## src/rtl/bus_master_port.sv

```systemverilog
`default_nettype none
// ============================================================================
// bus_master_port : master-side serial port; serialises address/write data
// LSB-first and deserialises read data. Optional macro BUS_MASTER_TIMEOUT_EN.
// Revision: 1.0
// ============================================================================
module bus_master_port #(
    parameter int ADDR_WIDTH     = 12,
    parameter int DATA_WIDTH     = 8,
    parameter int TIMEOUT_CYCLES = 255
) (
    input  logic                  clk,
    input  logic                  reset,
    input  logic                  req,
    input  logic                  mode,
    input  logic [ADDR_WIDTH-1:0] addr_in,
    input  logic [DATA_WIDTH-1:0] wdata_in,
    input  logic                  slave_ready,
    input  logic                  slave_valid,
    input  logic                  split_en,
    input  logic                  rx_data,
    output logic                  tx_address,
    output logic                  tx_data,
    output logic                  master_valid,
    output logic                  master_ready,
    output logic                  read_en,
    output logic                  write_en,
    output logic [DATA_WIDTH-1:0] rdata,
    output logic                  done,
    output logic                  error,
    output logic                  busy
);

    localparam int CNT_MAX = (ADDR_WIDTH > DATA_WIDTH) ? ADDR_WIDTH : DATA_WIDTH;
    localparam int CNT_W   = $clog2(CNT_MAX + 1);
    localparam logic [CNT_W-1:0] C_ADDR_LAST = CNT_W'(ADDR_WIDTH);
    localparam logic [CNT_W-1:0] C_DATA_BITS = CNT_W'(DATA_WIDTH);
    localparam logic [CNT_W-1:0] C_DATA_LAST = CNT_W'(DATA_WIDTH - 1);

    typedef enum logic [1:0] {
        S_IDLE    = 2'd0,
        S_ADDR    = 2'd1,
        S_RD_WAIT = 2'd2,
        S_DONE    = 2'd3
    } state_t;

    state_t                  state_q;
    logic [CNT_W-1:0]        bit_cnt_q;
    logic [ADDR_WIDTH-1:0]   addr_sh_q;
    logic [DATA_WIDTH-1:0]   wdata_sh_q;
    logic [DATA_WIDTH-1:0]   rx_sh_q;
    logic                    mode_q;
    logic                    tx_address_q;
    logic                    tx_data_q;
    logic                    master_valid_q;
    logic                    master_ready_q;
    logic                    read_en_q;
    logic                    write_en_q;
    logic [DATA_WIDTH-1:0]   rdata_q;
    logic                    done_q;
    logic                    error_q;
    logic                    busy_q;

`ifdef BUS_MASTER_TIMEOUT_EN
    localparam int TO_W = $clog2(TIMEOUT_CYCLES + 1);
    localparam logic [TO_W-1:0] C_TO_LAST = TO_W'(TIMEOUT_CYCLES - 1);
    logic [TO_W-1:0] to_cnt_q;
`else
    logic w_unused_split;
    assign w_unused_split = split_en ^ (TIMEOUT_CYCLES == 0);
`endif

    always_ff @(posedge clk or posedge reset) begin
        if (reset) begin
            state_q        <= S_IDLE;
            bit_cnt_q      <= '0;
            addr_sh_q      <= '0;
            wdata_sh_q     <= '0;
            rx_sh_q        <= '0;
            mode_q         <= 1'b0;
            tx_address_q   <= 1'b0;
            tx_data_q      <= 1'b0;
            master_valid_q <= 1'b0;
            master_ready_q <= 1'b0;
            read_en_q      <= 1'b0;
            write_en_q     <= 1'b0;
            rdata_q        <= '0;
            done_q         <= 1'b0;
            error_q        <= 1'b0;
            busy_q         <= 1'b0;
`ifdef BUS_MASTER_TIMEOUT_EN
            to_cnt_q       <= '0;
`endif
        end else begin
            read_en_q  <= 1'b0;
            write_en_q <= 1'b0;
            done_q     <= 1'b0;
            error_q    <= 1'b0;
            case (state_q)
                S_IDLE: begin
                    if (req && slave_ready) begin
                        mode_q         <= mode;
                        addr_sh_q      <= addr_in >> 1;
                        wdata_sh_q     <= mode ? (wdata_in >> 1) : '0;
                        tx_address_q   <= addr_in[0];
                        tx_data_q      <= mode & wdata_in[0];
                        master_valid_q <= 1'b1;
                        read_en_q      <= ~mode;
                        write_en_q     <= mode;
                        busy_q         <= 1'b1;
                        bit_cnt_q      <= CNT_W'(1);
                        state_q        <= S_ADDR;
                    end
                end
                S_ADDR: begin
                    if (bit_cnt_q >= C_ADDR_LAST) begin
                        master_valid_q <= 1'b0;
                        tx_address_q   <= 1'b0;
                        tx_data_q      <= 1'b0;
                        bit_cnt_q      <= '0;
                        rx_sh_q        <= '0;
`ifdef BUS_MASTER_TIMEOUT_EN
                        to_cnt_q       <= '0;
`endif
                        if (mode_q) begin
                            done_q  <= 1'b1;
                            state_q <= S_DONE;
                        end else begin
                            master_ready_q <= 1'b1;
                            state_q        <= S_RD_WAIT;
                        end
                    end else begin
                        // bit_cnt_q equals the index of the bit going out next
                        tx_address_q <= addr_sh_q[0];
                        addr_sh_q    <= addr_sh_q >> 1;
                        tx_data_q    <= (bit_cnt_q < C_DATA_BITS) ? wdata_sh_q[0] : 1'b0;
                        wdata_sh_q   <= wdata_sh_q >> 1;
                        bit_cnt_q    <= bit_cnt_q + 1'b1;
                    end
                end
                S_RD_WAIT: begin
                    if (slave_valid) begin
                        rx_sh_q <= {rx_data, rx_sh_q[DATA_WIDTH-1:1]};
`ifdef BUS_MASTER_TIMEOUT_EN
                        to_cnt_q <= '0;
`endif
                        if (bit_cnt_q >= C_DATA_LAST) begin
                            rdata_q        <= {rx_data, rx_sh_q[DATA_WIDTH-1:1]};
                            master_ready_q <= 1'b0;
                            done_q         <= 1'b1;
                            bit_cnt_q      <= '0;
                            state_q        <= S_DONE;
                        end else begin
                            bit_cnt_q <= bit_cnt_q + 1'b1;
                        end
                    end
`ifdef BUS_MASTER_TIMEOUT_EN
                    else if (!split_en) begin
                        // abort on the edge where the idle count would hit the limit
                        if (to_cnt_q >= C_TO_LAST) begin
                            master_ready_q <= 1'b0;
                            done_q         <= 1'b1;
                            error_q        <= 1'b1;
                            bit_cnt_q      <= '0;
                            state_q        <= S_DONE;
                        end else begin
                            to_cnt_q <= to_cnt_q + 1'b1;
                        end
                    end
`endif
                end
                S_DONE: begin
                    busy_q  <= 1'b0;
                    state_q <= S_IDLE;
                end
                default: state_q <= S_IDLE;
            endcase
        end
    end

    assign tx_address   = tx_address_q;
    assign tx_data      = tx_data_q;
    assign master_valid = master_valid_q;
    assign master_ready = master_ready_q;
    assign read_en      = read_en_q;
    assign write_en     = write_en_q;
    assign rdata        = rdata_q;
    assign done         = done_q;
    assign error        = error_q;
    assign busy         = busy_q;

endmodule
`default_nettype wire
```

## config.mk

```make
export PLATFORM = sky130hd
export DESIGN_NAME = bus_master_port
export DESIGN_NICKNAME = d
export VERILOG_FILES = /design/src/rtl/bus_master_port.sv
export SDC_FILE = /design/constraint.sdc
export NUM_CORES = 1
export LEC_CHECK = 0
export CORE_MARGIN = 1
export CORE_UTILIZATION = 25
export CTS_CLUSTER_DIAMETER = 200
export CTS_CLUSTER_SIZE = 10
export DETAILED_ROUTE_END_ITERATION = 8
export DONT_BUFFER_PORTS = 1
export HOLD_SLACK_MARGIN = 0.02
export MAX_ROUTING_LAYER = met4
export PLACE_DENSITY = 0.42
export SLEW_MARGIN = 25
export SYNTH_ARGS = -nofsm -noshare
export SYNTH_HDL_FRONTEND = slang
export SYNTH_SLANG_ARGS = --single-unit
```

## constraint.sdc

```tcl
create_clock -name clk -period 2 [get_ports clk]
set_clock_uncertainty 0.1 [all_clocks]
set_input_delay 0.5 -clock clk [delete_from_list [all_inputs] [get_ports clk]]
set_output_delay 0.5 -clock clk [all_outputs]
set_load 0.05 [all_outputs]
```

==> impl_results.md <==
* R2r endpoint: bit_cnt_q[2]
* Final min period at 1.94 ns
* R2R depth at 8
* Nets@finish at 258
* Syn_nets at 234
* Most Frequent Cell on Critical Path: buf_4
* Most frequent cells in the layout: dfrtp_1, nor2_1, buf_4
* Global-route wire length before repair at around 8400 µm
* Slew margin rel. at 0.651
* Root buffer cell: clkbuf_8
* Number of fill cells at a little over 900
* Drt initial violations at 93
* Worst Hold Launch: mode
* PortBufs at 0
* FP Rows at 34
* Total track usage at 0.116
* P_sw at just under 2 mW
* Worst Hold Class: in -> reg
* Sequential area share after synthesis at 0.527
* Antenna-violating nets left at 0
* VDD IR max at 0.000649 V
* Average size of a mapped cell at 11.4 µm²
* R2r setup slk at 0.06 ns
* FMAX at just over 500 MHz
* CP arrival at 2.05 ns
* WHS at ~0.16 ns
* # setup viols final at 0
* Maxcap violations at 0
* Worst Path Required at ~2.1 ns
* Sequential share of power at 0.345
* RSZ-0062 raised after global routing: yes
* DP Cell Count at 315
* Vias in the first global route at ~1.5k
* Via count at 1578
* Synthesis Warnings at 0
* Tightest Pin Transition at 0.523 ns
* Die Y at 97.5 µm
* Synth Register Bits at 48
* Synthesized area at 2280 µm²
* Clock power share at 0.151
* Worst-Skew Late Latency at 0.30 ns
* Die area at ~9500 µm²
* Initial core utilization at 0.260
* Crit path buf inv count at 3
* Layout cell share with drive strength beyond 1 at 0.284
* EDFF count, synth at 0
* Area grow syn2layout at 19.7%
* PD cells at 1720 nW/µm²
* Unique masters post-synth at 41
* Max clock buf depth at 2
* Die X at 97.5 µm
* Finished Layout Cells at around 330
* LEAKAGE at 1.19 nW
* DR vias/cell at roughly 4.7
* RePlAce Congestion at 0.734
* Core area at approximately 8800 µm²
* Gr ovfl total at 0
* CP Max Fanout at 8
* Switching Fraction at 0.410
* Combinational share of power at 0.504
* Post-Synthesis Cells at 200
* Largest net degree at the start of global routing at 21
* Startpoint types: flip-flop
* Commonest non-fill, non-tap cell in the layout: dfrtp_1
* Synth Flop Type: dfrtp_1
* WL final at 5150 µm
* Final Util at 0.312
* Async SR Flop Fraction at 1.00
* Detailed placement HPWL at about 3500 µm
* Status: completed
* Worst Setup SP: state_q[1]
* Slowest CP cell: dfrtp_1
* CP Class: reg -> reg
* DRT Pass-1 Iters at 4
* H-tree lvl count at 2
* DRC violation count after routing at 0
* Reg clk slew, reported paths at 0.09 ns
* TritonCTS Buffers at 5
* Register area at approximately 1200 µm²
* Internal power at 2.78 mW
* Crit-path cells: inv_1 -> buf_4 -> ha_1 -> a21boi_4 -> buf_4 -> nor3_4 -> a41oi_1 -> a31oi_1
* CTS Sinks at 48
* Crit end category: flip-flop
* Ports at 45
* Ant. Diodes at 0
* Critical path's top delay family: compound AO/OA/AOI/OAI gates
* Crit path depth at 8
* Final Power at 4.70 mW
* Reg2reg start: state_q[1]
* DR WL/cell at 15.5 µm
* CP max stage delay at 0.36 ns
* Area of the multi-input gates at between 1000 and 1500 µm²
* CTS tree: built
* Fin crit share at 0.968
* Count of final hold-check violations at 0
* Slew Viols, Final at 0
* Initial antenna violation count at 0
* Critical Path End: bit_cnt_q[2]
## per-stage QoR
stage / area (µm²) / worst slack (ns) / TNS, ns
2_1_floorplan: 2280 / 0.256 / 0
3_3_place_gp: 2490 / -0.198 / -3.26
3_5_place_dp: 2490 / -0.200 / -3.01
4_1_cts: 2630 / 0.00943 / 0
5_1_grt: 2730 / -0.0168 / -0.0168
6_report: 2730 / 0.0634 / 0
## per-layer routing
layer / share of wire / GRT usage / vias up
li1: - / - / 756
met4: 0.015 / 0.0385 / 0
met2: 0.46 / 0.174 / 37
met1: 0.47 / 0.148 / 778
met3: 0.048 / 0.0367 / 7
met5: 0 / - / -
## what timing repair did
action | CTS | global route
hold buffers | 1 | 0
gates cloned | 1 | 0
hold endpoints to repair | 13 | 0
pin swaps | 0 | 3
endpoints found under the setup margin | 19 | 30
resized for setup | 2 | 4
buffers inserted | 0 | 8
## final cells by class
type,count,area share
sequential,48,0.440
multi-input combinational,134,0.373
timing repair buffer,26,0.0862
clock inverter,2,0.0128
inverter,9,0.0124
tap,108,0.0495
clock buffer,6,0.0266
## flip-flops by register name, summed over array words and instances (netlist names), 2 cells and up
name        count
addr_sh_q      11
rdata           8
rx_sh_q         7
wdata_sh_q      7
bit_cnt_q       4
state_q         2
## synthesized netlist by cell type, types with 4 or more instances
library cell | count | area [µm²]
a21oi_1 | 10 | 50.1
a21oi_2 | 12 | 105
a22o_1 | 8 | 70.1
a22oi_1 | 6 | 45.0
buf_4 | 4 | 30.0
dfrtp_1 | 48 | 1200
ha_1 | 6 | 75.1
inv_1 | 9 | 33.8
mux2_2 | 8 | 90.1
mux2i_1 | 10 | 100
nand2_1 | 9 | 33.8
nor2_1 | 22 | 82.6
o21ai_0 | 6 | 30.0
## worst reg2reg max path, cell delays in order, from the launching register on
cell      delay (ns)
dfrtp_1         0.36
inv_1           0.05
buf_4           0.13
ha_1            0.21
a21boi_4        0.18
buf_4           0.16
nor3_4          0.32
a41oi_1         0.16
a31oi_1         0.18
## cell families after synthesis
family	share of synthesized area
muxes	0.0834
DFF	0.527
buffers and inverters	0.0455
adders and majority gates	0.0329
other	0.00164
and+or+nand+nor	0.0971
AOI/OAI and AO/OA	0.213
## power by group through the flow
| stage | Sequential (mW) | Clock, mW | Combinational (mW) |
|---|---|---|---|
| 4_1_cts | 1.63 | 0.737 | 2.06 |
| 5_1_grt | 1.67 | 0.783 | 2.60 |
| 3_5_place_dp | 1.65 | 0 | 1.95 |
| 6_report | 1.62 | 0.709 | 2.37 |
| 2_1_floorplan | 1.59 | 0 | 1.59 |
| 3_3_place_gp | 1.64 | 0 | 1.95 |
## how the worst min path moves through the flow
stage          cells past startpoint  slack, ns        to
2_1_floorplan                      1       0.34    mode_q
4_1_cts                            1       0.15   read_en
5_1_grt                            1       0.14   read_en
3_3_place_gp                       1       0.28  rdata[7]
3_5_place_dp                       1       0.28  rdata[7]
6_report                           1       0.16   read_en
Power figures use the tool's default switching activity.
